## config.mk

```make
export PLATFORM = sky130hd
export DESIGN_NAME = iterative_divider_32bit
export DESIGN_NICKNAME = d
export VERILOG_FILES = /design/src/rtl/iterative_divider_32bit_pkg.sv /design/src/rtl/leading_zero_counter_32bit.sv /design/src/rtl/iterative_divider_32bit.sv
export SDC_FILE = /design/constraint.sdc
export NUM_CORES = 1
export LEC_CHECK = 0
export BUFFER_PORTS_ARGS = -buffer_cell sky130_fd_sc_hd__buf_4
export CAP_MARGIN = 30
export CORE_MARGIN = 8
export CORE_UTILIZATION = 50
export CTS_CLUSTER_SIZE = 12
export DETAILED_ROUTE_END_ITERATION = 7
export PLACE_DENSITY = 0.79
export SLEW_MARGIN = 20
export SYNTH_ARGS = -nofsm -noshare
export SYNTH_HDL_FRONTEND = slang
export SYNTH_SLANG_ARGS = --single-unit
```

## constraint.sdc

```tcl
create_clock -name i_clk -period 3.3 [get_ports i_clk]
set_input_delay 0.33 -clock i_clk [delete_from_list [all_inputs] [get_ports i_clk]]
set_output_delay 0.33 -clock i_clk [all_outputs]
set_load 0.01 [all_outputs]
```

## src/rtl/iterative_divider_32bit_pkg.sv

```systemverilog
`timescale 1ns/1ps
`default_nettype none
// ============================================================================
// Module      : iterative_divider_32bit_pkg
// Description : Shared types and constants for the RV32M iterative divider.
// Revision    : 1.0 - initial release
// ============================================================================
package iterative_divider_32bit_pkg;

  localparam int XLEN = 32;
  localparam int CNT_W = 6;

  localparam logic [XLEN-1:0] DIV_ZERO_Q = 32'hFFFF_FFFF;
  localparam logic [XLEN-1:0] INT_MIN    = 32'h8000_0000;

  // Operation encoding matches the funct3[1:0] ordering of RV32M division ops
  typedef enum logic [1:0] {
    OP_DIV  = 2'b00,
    OP_DIVU = 2'b01,
    OP_REM  = 2'b10,
    OP_REMU = 2'b11
  } op_e;

  typedef enum logic [1:0] {
    ST_IDLE  = 2'b00,
    ST_NORM  = 2'b01,
    ST_ITER  = 2'b10,
    ST_FIXUP = 2'b11
  } state_e;

  // Signed operations are the ones with op[0] clear (DIV, REM)
  function automatic logic op_is_signed(input op_e op);
    return (op == OP_DIV) || (op == OP_REM);
  endfunction

  // Remainder operations are the ones with op[1] set (REM, REMU)
  function automatic logic op_is_rem(input op_e op);
    return (op == OP_REM) || (op == OP_REMU);
  endfunction

endpackage
`default_nettype wire

```

## src/rtl/leading_zero_counter_32bit.sv

```systemverilog
`timescale 1ns/1ps
`default_nettype none
// ============================================================================
// Module      : leading_zero_counter_32bit
// Description : Counts leading zeros of a 32-bit word (0..32) and flags zero.
// Revision    : 1.0 - initial release
// ============================================================================
module leading_zero_counter_32bit
  import iterative_divider_32bit_pkg::*;
(
  input  logic [XLEN-1:0]  value,
  output logic [CNT_W-1:0] nlz,
  output logic             all_zero
);

  // Scan upward so the highest set bit is the last one to write nlz
  always_comb begin
    nlz = CNT_W'(XLEN);
    for (int i = 0; i < XLEN; i++) begin
      if (value[i]) nlz = CNT_W'(XLEN - 1 - i);
    end
  end

  assign all_zero = (value == '0);

endmodule
`default_nettype wire

```

## src/rtl/iterative_divider_32bit.sv

```systemverilog
`timescale 1ns/1ps
`default_nettype none
// ============================================================================
// Module      : iterative_divider_32bit
// Description : RV32M DIV/DIVU/REM/REMU, one restoring step per cycle, with
//               optional early-out on dividend leading zeros.
// Revision    : 1.0 - initial release
// ============================================================================
module iterative_divider_32bit
  import iterative_divider_32bit_pkg::*;
#(
  parameter int EARLY_OUT = 1
) (
  input  logic            i_clk,
  input  logic            i_rst_n,
  input  logic            i_start,
  input  logic            i_flush,
  input  logic [1:0]      i_op,
  input  logic [XLEN-1:0] i_rs1,
  input  logic [XLEN-1:0] i_rs2,
  output logic            o_busy,
  output logic            o_valid,
  output logic [XLEN-1:0] o_result
);

  state_e state, state_next;

  op_e             op;
  logic            div_zero;
  logic            ovf;
  logic            sign_a;
  logic            sign_b;
  logic [XLEN-1:0] dividend;
  logic [XLEN-1:0] divisor;
  logic [XLEN-1:0] quo;
  logic [XLEN-1:0] rem;
  logic [CNT_W-1:0] count;
  logic [XLEN-1:0] result;
  logic            valid;

  // Operand conditioning in IDLE
  op_e             in_op;
  logic            in_signed;
  logic [XLEN-1:0] in_abs_a;
  logic [XLEN-1:0] in_abs_b;
  logic            accept;

  // Normalisation
  logic [CNT_W-1:0] nlz;
  logic             a_zero;
  logic [CNT_W-1:0] norm_k;
  logic [XLEN-1:0]  norm_quo;

  // Restoring step
  logic [XLEN:0]   rem_shift;
  logic [XLEN:0]   diff;
  logic            take;

  // Sign / special-case fixup
  logic [XLEN-1:0] q_fix;
  logic [XLEN-1:0] r_fix;
  logic [XLEN-1:0] fix_result;

  leading_zero_counter_32bit u_lzc (
    .value    (dividend),
    .nlz      (nlz),
    .all_zero (a_zero)
  );

  // Decode the incoming request into magnitudes and special-case flags
  always_comb begin
    in_op     = op_e'(i_op);
    in_signed = op_is_signed(in_op);
    in_abs_a  = (in_signed && i_rs1[XLEN-1]) ? -i_rs1 : i_rs1;
    in_abs_b  = (in_signed && i_rs2[XLEN-1]) ? -i_rs2 : i_rs2;
    accept    = (state == ST_IDLE) && i_start && !i_flush;
  end

  // Iteration count and pre-shifted quotient; an all-zero dividend needs no steps
  always_comb begin
    if (EARLY_OUT != 0) begin
      norm_k   = a_zero ? '0 : CNT_W'(XLEN) - nlz;
      norm_quo = dividend << nlz;
    end else begin
      norm_k   = CNT_W'(XLEN);
      norm_quo = dividend;
    end
  end

  // One restoring step; the remainder stays below the divisor, so a set
  // carry-out bit after the shift always means the subtraction fits
  always_comb begin
    rem_shift = {rem, quo[XLEN-1]};
    diff      = rem_shift - {1'b0, divisor};
    take      = rem_shift[XLEN] | ~diff[XLEN];
  end

  // Final result selection with RV32M special cases and sign correction
  always_comb begin
    q_fix = quo;
    r_fix = rem;
    if (div_zero) begin
      q_fix = DIV_ZERO_Q;
      r_fix = dividend;
    end else if (ovf) begin
      q_fix = INT_MIN;
      r_fix = '0;
    end else if (sign_a ^ sign_b) begin
      q_fix = -quo;
    end
    // Remainder follows the dividend sign; for divide-by-zero this rebuilds rs1
    if (sign_a) r_fix = -r_fix;
    fix_result = op_is_rem(op) ? r_fix : q_fix;
  end

  // State register
  always_ff @(posedge i_clk or negedge i_rst_n) begin
    if (!i_rst_n) state <= ST_IDLE;
    else          state <= state_next;
  end

  // Next-state logic; flush overrides everything, including a new start
  always_comb begin
    state_next = state;
    if (i_flush) begin
      state_next = ST_IDLE;
    end else begin
      unique case (state)
        ST_IDLE:  if (i_start) state_next = ST_NORM;
        ST_NORM:  state_next = (norm_k == '0 || div_zero || ovf) ? ST_FIXUP : ST_ITER;
        ST_ITER:  if (count == CNT_W'(1)) state_next = ST_FIXUP;
        ST_FIXUP: state_next = ST_IDLE;
        default:  state_next = ST_IDLE;
      endcase
    end
  end

  // Datapath registers: capture, normalise, iterate, publish
  always_ff @(posedge i_clk or negedge i_rst_n) begin
    if (!i_rst_n) begin
      op       <= OP_DIV;
      div_zero <= 1'b0;
      ovf      <= 1'b0;
      sign_a   <= 1'b0;
      sign_b   <= 1'b0;
      dividend <= '0;
      divisor  <= '0;
      quo      <= '0;
      rem      <= '0;
      count    <= '0;
      result   <= '0;
      valid    <= 1'b0;
    end else begin
      valid <= (state == ST_FIXUP) && !i_flush;
      if (accept) begin
        op       <= in_op;
        div_zero <= (i_rs2 == '0);
        ovf      <= in_signed && (i_rs1 == INT_MIN) && (i_rs2 == '1);
        sign_a   <= in_signed && i_rs1[XLEN-1];
        sign_b   <= in_signed && i_rs2[XLEN-1];
        dividend <= in_abs_a;
        divisor  <= in_abs_b;
      end else if (!i_flush) begin
        unique case (state)
          ST_NORM: begin
            quo   <= norm_quo;
            rem   <= '0;
            count <= norm_k;
          end
          ST_ITER: begin
            quo   <= {quo[XLEN-2:0], take};
            rem   <= take ? diff[XLEN-1:0] : rem_shift[XLEN-1:0];
            count <= count - CNT_W'(1);
          end
          ST_FIXUP: result <= fix_result;
          default: ;
        endcase
      end
    end
  end

  assign o_busy   = (state != ST_IDLE);
  assign o_valid  = valid;
  assign o_result = result;

endmodule
`default_nettype wire

```

Word level (Yosys, flattened, before mapping) --
Cells that the tools add are included.
Cells by class: $add $sub $neg 7, equality and inequality tests 11, shift operators 1, muxes and demuxes 51, bitwise operators 5, reductions and logical operators 22
Operators with widths (number):
- $mux W32 | 10
- $mux W6 | 33
- $neg A32 Y32 | 4
- $pmux W32 S2 | 2
- $eq A32 B32 Y1 const B | 2
- $logic_not A32 Y1 | 2
- $sub A33 B32 Y33 | 1
- $shl A32 B6 Y32 | 1
- $pmux W6 S2 | 1
- $eq A2 B2 Y1 const B | 5
- $pmux W2 S4 | 1
- $logic_and A1 B1 Y1 | 7
- $eq A6 B1 Y1 const B | 1
- $logic_not A6 Y1 | 1
- $mux W2 | 3
- $ne A3 B3 Y1 const B | 2
- $reduce_and A3 Y1 | 2
- $sub A6 B1 Y6 const B | 1
- $sub A6 B6 Y6 const A | 1
- $logic_not A2 Y1 | 2
- $logic_or A1 B1 Y1 | 4
- $reduce_bool A2 Y1 | 2
- $not A1 Y1 | 3
- $eq A2 B1 Y1 const B | 1
- other kinds (5) | 5
Storage, ports and cells: bits in registers 175, input bits 70, output and inout port bits 34, word-level logic and storage cells 110

Longest topological paths before layout --
Gate-level depths: netlist of run 1.
depth in word-level cells 40, mapped depth 16, gate-level depth less buffers 12

Modules after synthesis --
A second synthesis of run 1 with hierarchy kept.
Unflattened totals: cell total of the unflattened synthesis 1847, area, all modules 14546.5 um^2
By module, submodules not included:
- iterative_divider_32bit | instances 1, cells each 1781, area each 14152.3 um^2, sequential area each 4354.2 um^2
- leading_zero_counter_32bit | instances 1, cells each 66, area each 394.1 um^2, sequential area each 0.0 um^2

Worst setup path before layout of run 1 --
OpenSTA, ideal clock, no wires.
path kind flip-flop to flip-flop, start point register div_zero, end point register result[28], in the netlist o_result[28], library setup time 96 ps, arrival 3318 ps, required time 3204 ps, setup slack -113 ps, stages on the path, launching flop included 16, path buffers 5, period minus slack after synthesis 3413 ps, cell sequence dfrtp_1 > buf_2 > buf_2 > buf_1 > clkbuf_1 > clkbuf_1 > nor3_1 > a21oi_1 > ha_1 > o311ai_0 > nor2_1 > nand3_1 > nand2b_4 > o41ai_1 > xnor2_1 > o31ai_1
On the way: longest elaborated chain between the ends 4, elaborated cells between the ends (all ways) 5, those cells by class add/sub: 1; mux: 4
RTL lines:
- from (decl) | RTL line iterative_divider_32bit.sv:29 | logic div_zero;
- from (signal assigned) | RTL line iterative_divider_32bit.sv:157 | div_zero <= (i_rs2 == '0);
- $mux W32 | RTL line iterative_divider_32bit.sv:102 | if (div_zero) begin
- $neg A32 Y32 | RTL line iterative_divider_32bit.sv:112 | if (sign_a) r_fix = -r_fix;
- $mux W32 | RTL line iterative_divider_32bit.sv:112
- $mux W32 * | RTL line iterative_divider_32bit.sv:113 | fix_result = op_is_rem(op) ? r_fix : q_fix;
- to (signal assigned) | RTL line iterative_divider_32bit.sv:175 | ST_FIXUP: result <= fix_result;
- to (decl) | RTL line iterative_divider_32bit.sv:38 | logic [XLEN-1:0] result;
Every way passes the cells marked *; elsewhere a longest branch is shown, timed or not. A chain may end at the register's enable or synchronous reset.

Worst setup path after layout of run 1 --
start point register dividend[0], end point register quo[12]
On the way: longest elaborated chain between the ends 34
RTL lines:
- from (decl) | RTL line iterative_divider_32bit.sv:33 | logic [XLEN-1:0] dividend;
- from (signal assigned) | RTL line iterative_divider_32bit.sv:161 | dividend <= in_abs_a;
- $mux W6 (32 in a row) | RTL line leading_zero_counter_32bit.sv:20 | if (value[i]) nlz = CNT_W'(XLEN - 1 - i);
- $shl A32 B6 Y32 * | RTL line iterative_divider_32bit.sv:83 | norm_quo = dividend << nlz;
- $pmux W32 S2 * | RTL line iterative_divider_32bit.sv:164 | unique case (state)
- to (signal assigned) | RTL line iterative_divider_32bit.sv:166 | quo <= norm_quo;
- to (signal assigned) | RTL line iterative_divider_32bit.sv:171 | quo <= {quo[XLEN-2:0], take};
- to (decl) | RTL line iterative_divider_32bit.sv:35 | logic [XLEN-1:0] quo;
Marked as above.

==> results of run 1 <==
## power by group
group	internal (W)	switching, W	total, W	leakage, nW
combinational	0.00440	0.00644	0.0108	5.07
sequential	0.00294	0.00101	0.00395	2.25
clock	0.00126	0.000971	0.00223	0.303
## logic make-up (layout without fill, tap and decap cells)
kind of cell	after synthesis	in the layout	synth area share, %
XOR/XNOR	138	138	8.03
AO/OA/AOI/OAI	590	590	24.5
multiplexers	125	125	8.87
buffers and inverters	205	309	6.03
adder cells (fa/ha/maj)	45	45	3.79
AND/OR/NAND/NOR	623	623	19.9
flip-flops	174	174	28.9
## registers in the layout, summed over array words and instances (netlist names)
name,cells
sign_a,1
dividend,32
sign_b,1
quo,32
state,2
divisor,32
div_zero,1
rem,32
o_result,32
o_valid,1
op,1
ovf,1
count,6
## cells in the final DEF, fill, tap and decap left out, types with 8 or more instances in the layout
| master | Yosys | routed |
|---|---|---|
| a211oi_1 | 10 | 10 |
| a21o_1 | 15 | 15 |
| a21oi_1 | 140 | 140 |
| a221oi_1 | 8 | 8 |
| a31oi_1 | 18 | 18 |
| a32oi_1 | 9 | 9 |
| and3_1 | 16 | 16 |
| buf_4 | 8 | 197 |
| clkbuf_16 | 0 | 17 |
| dfrtp_1 | 174 | 173 |
| ha_1 | 44 | 44 |
| inv_1 | 71 | 71 |
| mux2_2 | 17 | 17 |
| mux2i_1 | 103 | 103 |
| nand2_1 | 242 | 242 |
| nand2b_1 | 19 | 19 |
| nand3_1 | 37 | 37 |
| nand4_1 | 16 | 16 |
| nor2_1 | 139 | 139 |
| nor2b_1 | 15 | 15 |
| nor3_1 | 34 | 33 |
| nor3b_1 | 21 | 21 |
| nor4_1 | 22 | 22 |
| o211ai_1 | 21 | 21 |
| o21a_1 | 15 | 14 |
| o21ai_0 | 207 | 207 |
| o21ai_1 | 10 | 9 |
| o22ai_1 | 11 | 11 |
| o311ai_0 | 12 | 12 |
| o31a_1 | 8 | 8 |
| o31ai_1 | 27 | 27 |
| or3_1 | 17 | 17 |
| or4_1 | 12 | 12 |
| xnor2_1 | 81 | 81 |
| xor2_1 | 57 | 57 |
## per-layer routing
layer,routed length [um],global-route usage [%]
met3,4500,4.45
met5,0,0
met1,21800,37.3
met4,1550,10.0
met2,21800,41.4
## area by class of cell
cell class / instances / area [um^2] / area share, %
multi-input cells: 1521 / 9820 / 57.2
flip-flops and latches: 174 / 4360 / 25.4
repair buffers: 204 / 1600 / 9.32
well taps: 390 / 488 / 2.84
clock buffers: 20 / 467 / 2.72
inverters: 73 / 277 / 1.61
clock inverters: 12 / 159 / 0.925
## final timing paths
path,cells after the start,slack (ns),start,end
max in group asynchronous,3,2.03,i_rst_n,dividend[9]
worst min-delay path,2,0.08,i_flush,state[0]
worst min register to register,2,0.48,o_result[1],o_result[1]
min in group asynchronous,2,0.36,i_rst_n,o_result[4]
worst max register to register,12,0.20,dividend[0],quo[12]
worst max-delay path,12,0.20,dividend[0],quo[12]
## critical path, stage by stage (launching register included)
cell,delay [ns]
dfrtp_1,0.40
buf_4,0.21
nor2b_1,0.20
nor3_1,0.08
o31ai_1,0.34
a211oi_1,0.15
nor3_2,0.20
buf_12,0.28
nor2_1,0.08
buf_4,0.16
mux2_2,0.31
o21ai_0,0.38
o22ai_1,0.17
## metrics by stage
| stage | instance area [um^2] | util (%) | hold slack, ns |
|---|---|---|---|
| 5_1_grt | 17200 | 57.9 | 0.0750 |
| 6_report | 17200 | 57.9 | 0.0769 |
| 3_5_place_dp | 16500 | 55.7 | 0.280 |
| 3_3_place_gp | 16500 | 55.7 | 0.282 |
| 4_1_cts | 17100 | 57.8 | 0.0658 |
| 2_1_floorplan | 15100 | - | 0.0344 |
## repair_timing
item                                   in CTS  in global routing
hold buffers                                1                  0
setup endpoints to repair                   0                 30
endpoints found under the hold margin      39                  0
resized for setup                           0                  7
==> metrics.md, run 1 <==
| Metric | Value |
|---|---|
| Final WS setup | between 0.15 and 0.2 ns |
| CTS root buffer | clkbuf_16 |
| Worst Setup Start Kind | flip-flop |
| Hold Violations, Final | 0 |
| Final GP Congestion | 1.01 |
| Cells after synthesis | 1,900 |
| Final period util | 94.0% |
| Slew headroom | 37.4% |
| Synth Flop Type | dfrtp_1 |
| Final Max Slew Viols | 0 |
| WS Path Type | flip-flop to flip-flop |
| Vias in the first global route | 14,087 |
| CORE AREA | 29,600 um^2 |
| Status | finished, final reports clean |
| Clock Latency Late Sink | around 0.45 ns |
| IO Count | approximately 100 |
| Biggest area consumer among synthesized cells | dfrtp_1 |
| Setup Viol. Count Final | 0 |
| Chip width | 190 um |
| RSZ-0062 raised after global routing | no |
| First-pass GRT wire length | ~78 mm |
| Worst Path Arrival | 3.41 ns |
| Tot Pwr | roughly 0.017 W |
| Crit end category | flip-flop |
| Mapped cell area | 15,100 um^2 |
| Via count | 15,061 |
| Static Leak | ~7.6 nW |
| Clock sink count | 174 |
| Synth Area per Inst | 7.93 um^2 |
| EDFF count, synth | 0 |
| Synthesized Nets | 2,015 |
| GR Util All Layers | a little over a quarter |
| Starting Density | just over 50% |
| Rows | 63 |
| Seq/Total Area, Yosys | 28.9% |
| Htree depth | 4 |
| Critical Path Fanout Max | 37 |
| Die Height | approximately 190 um |
| Setup TNS | 0 ns |
| Drt total wl | 49.7 mm |
| Final Skew | 0.0189 ns |
| CP required | 3.61 ns |
| Area growth from synthesis to layout | 14.0% |
| Inserted Clock Buffers | 17 |
| Cells after DPL | 2,360 |
| Synth top cells by count | nand2_1, o21ai_0, dfrtp_1 |
| Buffers on Ports | approximately 100 |
| Max Cap Viol | 0 |
| Worst hold path class | input pin to flip-flop |
| Drt wl/cell | 20.7 um |
| Min cycle time layout | 3.10 ns |
| Residual DRC | 0 |
| Post-CTS setup buffers | 0 |
| Share of cells above drive strength 1 | 14.6% |
| DP Worst Slack | around 0.16 ns |
| HPWL Detailed | 37.9 mm |
| Worst-Margin Slew | 0.938 ns |
| DRT antenna net count | 0 |
| Synth top area cells | dfrtp_1, o21ai_0, mux2i_1, nand2_1, xnor2_1 |
| Synth async-reset ratio | 100% |
| Layout net count | 2,106 |
| DRT Pass-1 Iters | 8 |
| # fillers | 2,731 |
| Synth top area share | roughly 29% |
| CTS tree | yes |
| Pwr/cell area | a little under 1000 nW/um^2 |
| Top-count cell post-synth | nand2_1 |
| Fmax achieved | between 0.3 and 0.4 GHz |
| Synth unique cells | between 90 and 100 |
| Worst IR Drop VDD | ~0.00047 V |
| Initial antenna violation count | 0 |
| Initial DRC count | 1,694 |
| Largest net degree at the start of global routing | 96 |
| Synth Warn # | 0 |
| Clk buf depth | 2 |
| Full die area | 35,900 um^2 |
| FF+latch count, synth | 174 |
| # diodes | 0 |
| Via density | 6.29 |
| Clk slew on worst S/H paths | 0.07 ns |
| Layout Cells excl Fill | 2,394 |
| GRT overflow | 0 |
Power figures use the tool's default switching activity.
==> run 2, diff against run 1 <==
Settings changed: CORE_UTILIZATION 50 to 25, PLACE_DENSITY 0.79 to 0.49.
==> run 2 against run 1 <==
Against the previous run: register-to-register slack worse by 0.09 ns; combinational power hardly changed; via count is 2.1% lower; count of clock-buffer cells in the layout stayed put; hold slack worse by 0.039 ns; critical path depth is 3 lower; global-route usage is 10 points lower; critical path type unchanged.
==> metrics.md, run 2 (synthesis results as in run 1) <==
| Metric | Value |
|---|---|
| Static Leak | 7.77 nW (was 7.62 nW) |
| Area growth from synthesis to layout | 18.9% (was 14.0%) |
| Leading cell type in the layout, fill and taps excluded | nand2_1 (unchanged) |
| Register Area | 4360 um^2 (about the same) |
| Fmax achieved | 0.314 GHz (was 0.322 GHz) |
| Most frequent cells in the layout | nand2_1, buf_4, o21ai_0, dfrtp_1, a21oi_1 (was nand2_1, o21ai_0, buf_4, dfrtp_1, a21oi_1) |
| CTS root buffer | clkbuf_16 (unchanged) |
| Status | finished, final reports clean (unchanged) |
| Pwr/cell area | 955 nW/um^2 (was 991 nW/um^2) |
| Buffers on Ports | 103 (unchanged) |
| GR Util All Layers | 16.6% (was 26.8%) |
| Setup TNS | 0 ns (unchanged) |
| Die Height | 261 um (was 190 um) |
| Clock Power Share | 12.5% (was 13.1%) |
| CP required | 3.70 ns (was 3.61 ns) |
| Worst Path Arrival | 3.59 ns (was 3.41 ns) |
| Clock Latency Late Sink | 0.49 ns (was 0.45 ns) |
| Worst hold path class | input pin to flip-flop (unchanged) |
| Share of cells above drive strength 1 | 16.0% (was 14.6%) |
| Final WS setup | 0.112 ns (was 0.197 ns) |
| Clock sink count | 174 (unchanged) |
| Sequential power share | 22.4% (was 23.2%) |
| Sw frac | 49.5% (was 49.4%) |
| Internal | 0.00862 W (was 0.00860 W) |
| Residual DRC | 0 (unchanged) |
| Max Cap Viol | 0 (unchanged) |
| Largest net degree at the start of global routing | 66 (was 96) |
| Hold Violations, Final | 0 (unchanged) |
| Final Skew | 0.0108 ns (was 0.0189 ns) |
| Final Max Slew Viols | 0 (unchanged) |
| GRT overflow | 0 (unchanged) |
| CORE AREA | 59,900 um^2 (was 29,600 um^2) |
| Via density | 5.23 (was 6.29) |
| Setup Viol. Count Final | 0 (unchanged) |
| Hold Slack | 0.0375 ns (was 0.0769 ns) |
| WS Path Type | flip-flop to flip-flop (unchanged) |
| Drt wl/cell | 20.2 um (was 20.7 um) |
| Vias in the first global route | 14,237 (was 14,087) |
| Comb power frac | 65.2% (was 63.7%) |
| DRT antenna net count | 0 (unchanged) |
| DP Worst Slack | 0.0688 ns (was 0.158 ns) |
| IO Count | 104 (unchanged) |
| Htree depth | 4 (unchanged) |
| Multi-input gate area | 9830 um^2 (was 9820 um^2) |
| Rows | 90 (was 63) |
| Initial antenna violation count | 0 (unchanged) |
| Starting Density | 25.1% (was 50.8%) |
| Worst-Margin Slew | 0.912 ns (was 0.938 ns) |
| CTS tree | yes (unchanged) |
| Critical Path Fanout Max | 20 (was 37) |
| Via count | 14,747 (was 15,061) |
| Final period util | 96.6% (was 94.0%) |
| Final GP Congestion | 0.923 (was 1.01) |
| First-pass GRT wire length | 87.3 mm (was 77.8 mm) |
| HPWL Detailed | 45.0 mm (was 37.9 mm) |
| Worst IR Drop VDD | 0.000406 V (was 0.000469 V) |
| Inserted Clock Buffers | 17 (unchanged) |
| Drt total wl | 57.1 mm (was 49.7 mm) |
| Clk buf depth | 2 (unchanged) |
| Slew headroom | 39.1% (was 37.4%) |
| # fillers | 6,472 (was 2,731) |
| Worst Setup Start Kind | flip-flop (unchanged) |
| # diodes | 0 (unchanged) |
| Chip width | 261 um (was 190 um) |
| Crit end category | flip-flop (unchanged) |
| Initial DRC count | 1,477 (was 1,694) |
| Layout net count | 2,139 (was 2,106) |
| Psw | 0.00847 W (was 0.00841 W) |
| RSZ-0062 raised after global routing | no (unchanged) |
| DRT Pass-1 Iters | 5 (was 8) |
| Clk slew on worst S/H paths | 0.07 ns (about the same) |
| Min cycle time layout | 3.19 ns (was 3.10 ns) |
| Full die area | 68,300 um^2 (was 35,900 um^2) |
## run 2: through the flow
| step | cell area (um^2) | utilization [%] | std cells | total power (W) |
|---|---|---|---|---|
| detailed placement | 17200 | 28.8 | 2782 | 0.0148 |
| global placement | 17200 | 28.8 | 2782 | 0.0148 |
| floorplan | 15100 | - | 1900 | 0.0110 |
| CTS | 17800 | 29.8 | 2815 | 0.0170 |
| global route | 17900 | 29.9 | 2819 | 0.0183 |
| finish | 17900 | 29.9 | 2819 | 0.0171 |
## run 2: power groups by stage
stage | Clock, W | Sequential [W] | Combinational (W)
floorplan | 0 | 0.00357 | 0.00745
global placement | 0 | 0.00381 | 0.0110
detailed placement | 0 | 0.00385 | 0.0110
CTS | 0.00218 | 0.00381 | 0.0110
global route | 0.00226 | 0.00395 | 0.0121
finish | 0.00213 | 0.00382 | 0.0111
## run 2: repair_timing
action | in CTS | in global routing
endpoints found under the setup margin | 0 | 32
resized for setup | 0 | 6
hold endpoints to repair | 62 | 0
buffers inserted | 0 | 3
hold buffers | 1 | 0
## run 2: final cells by class
cell class                      instances  share of cell area (%)
Multi-Input combinational cell       1521                    54.9
Timing Repair Buffer                  237                    10.4
Inverter                               73                    1.53
Clock inverter                         12                   0.748
Clock buffer                           20                    2.61
Tap cell                              782                    5.47
Sequential cell                       174                    24.3
## run 2: critical path: stages (launching register included)
cell and delay, ns:
dfrtp_1 0.48, or4_1 0.60, a21o_1 0.22, o21ai_4 0.20, nand2_4 0.24, mux2i_1 0.20
mux2_2 0.27, o21ai_0 0.51, nand3_1 0.17, a211oi_2 0.21
## run 2: path summary, 6_finish.rpt
path | slack, ns | from | depth (start not counted) | to
max in group asynchronous | 1.96 | i_rst_n | 3 | o_result[19]
max | 0.11 | dividend[22] | 9 | quo[25]
min reg2reg | 0.48 | divisor[20] | 2 | divisor[20]
min in group asynchronous | 0.42 | i_rst_n | 2 | divisor[15]
min | 0.04 | i_flush | 2 | state[0]
max reg2reg | 0.11 | dividend[22] | 9 | quo[25]
## run 2: metal layers
layer / GRT usage [%] / part of all wire (%)
met5: 0 / 0
met4: 6.91 / 3.4
met3: 3.31 / 5.6
met2: 24.4 / 43
met1: 23.3 / 48
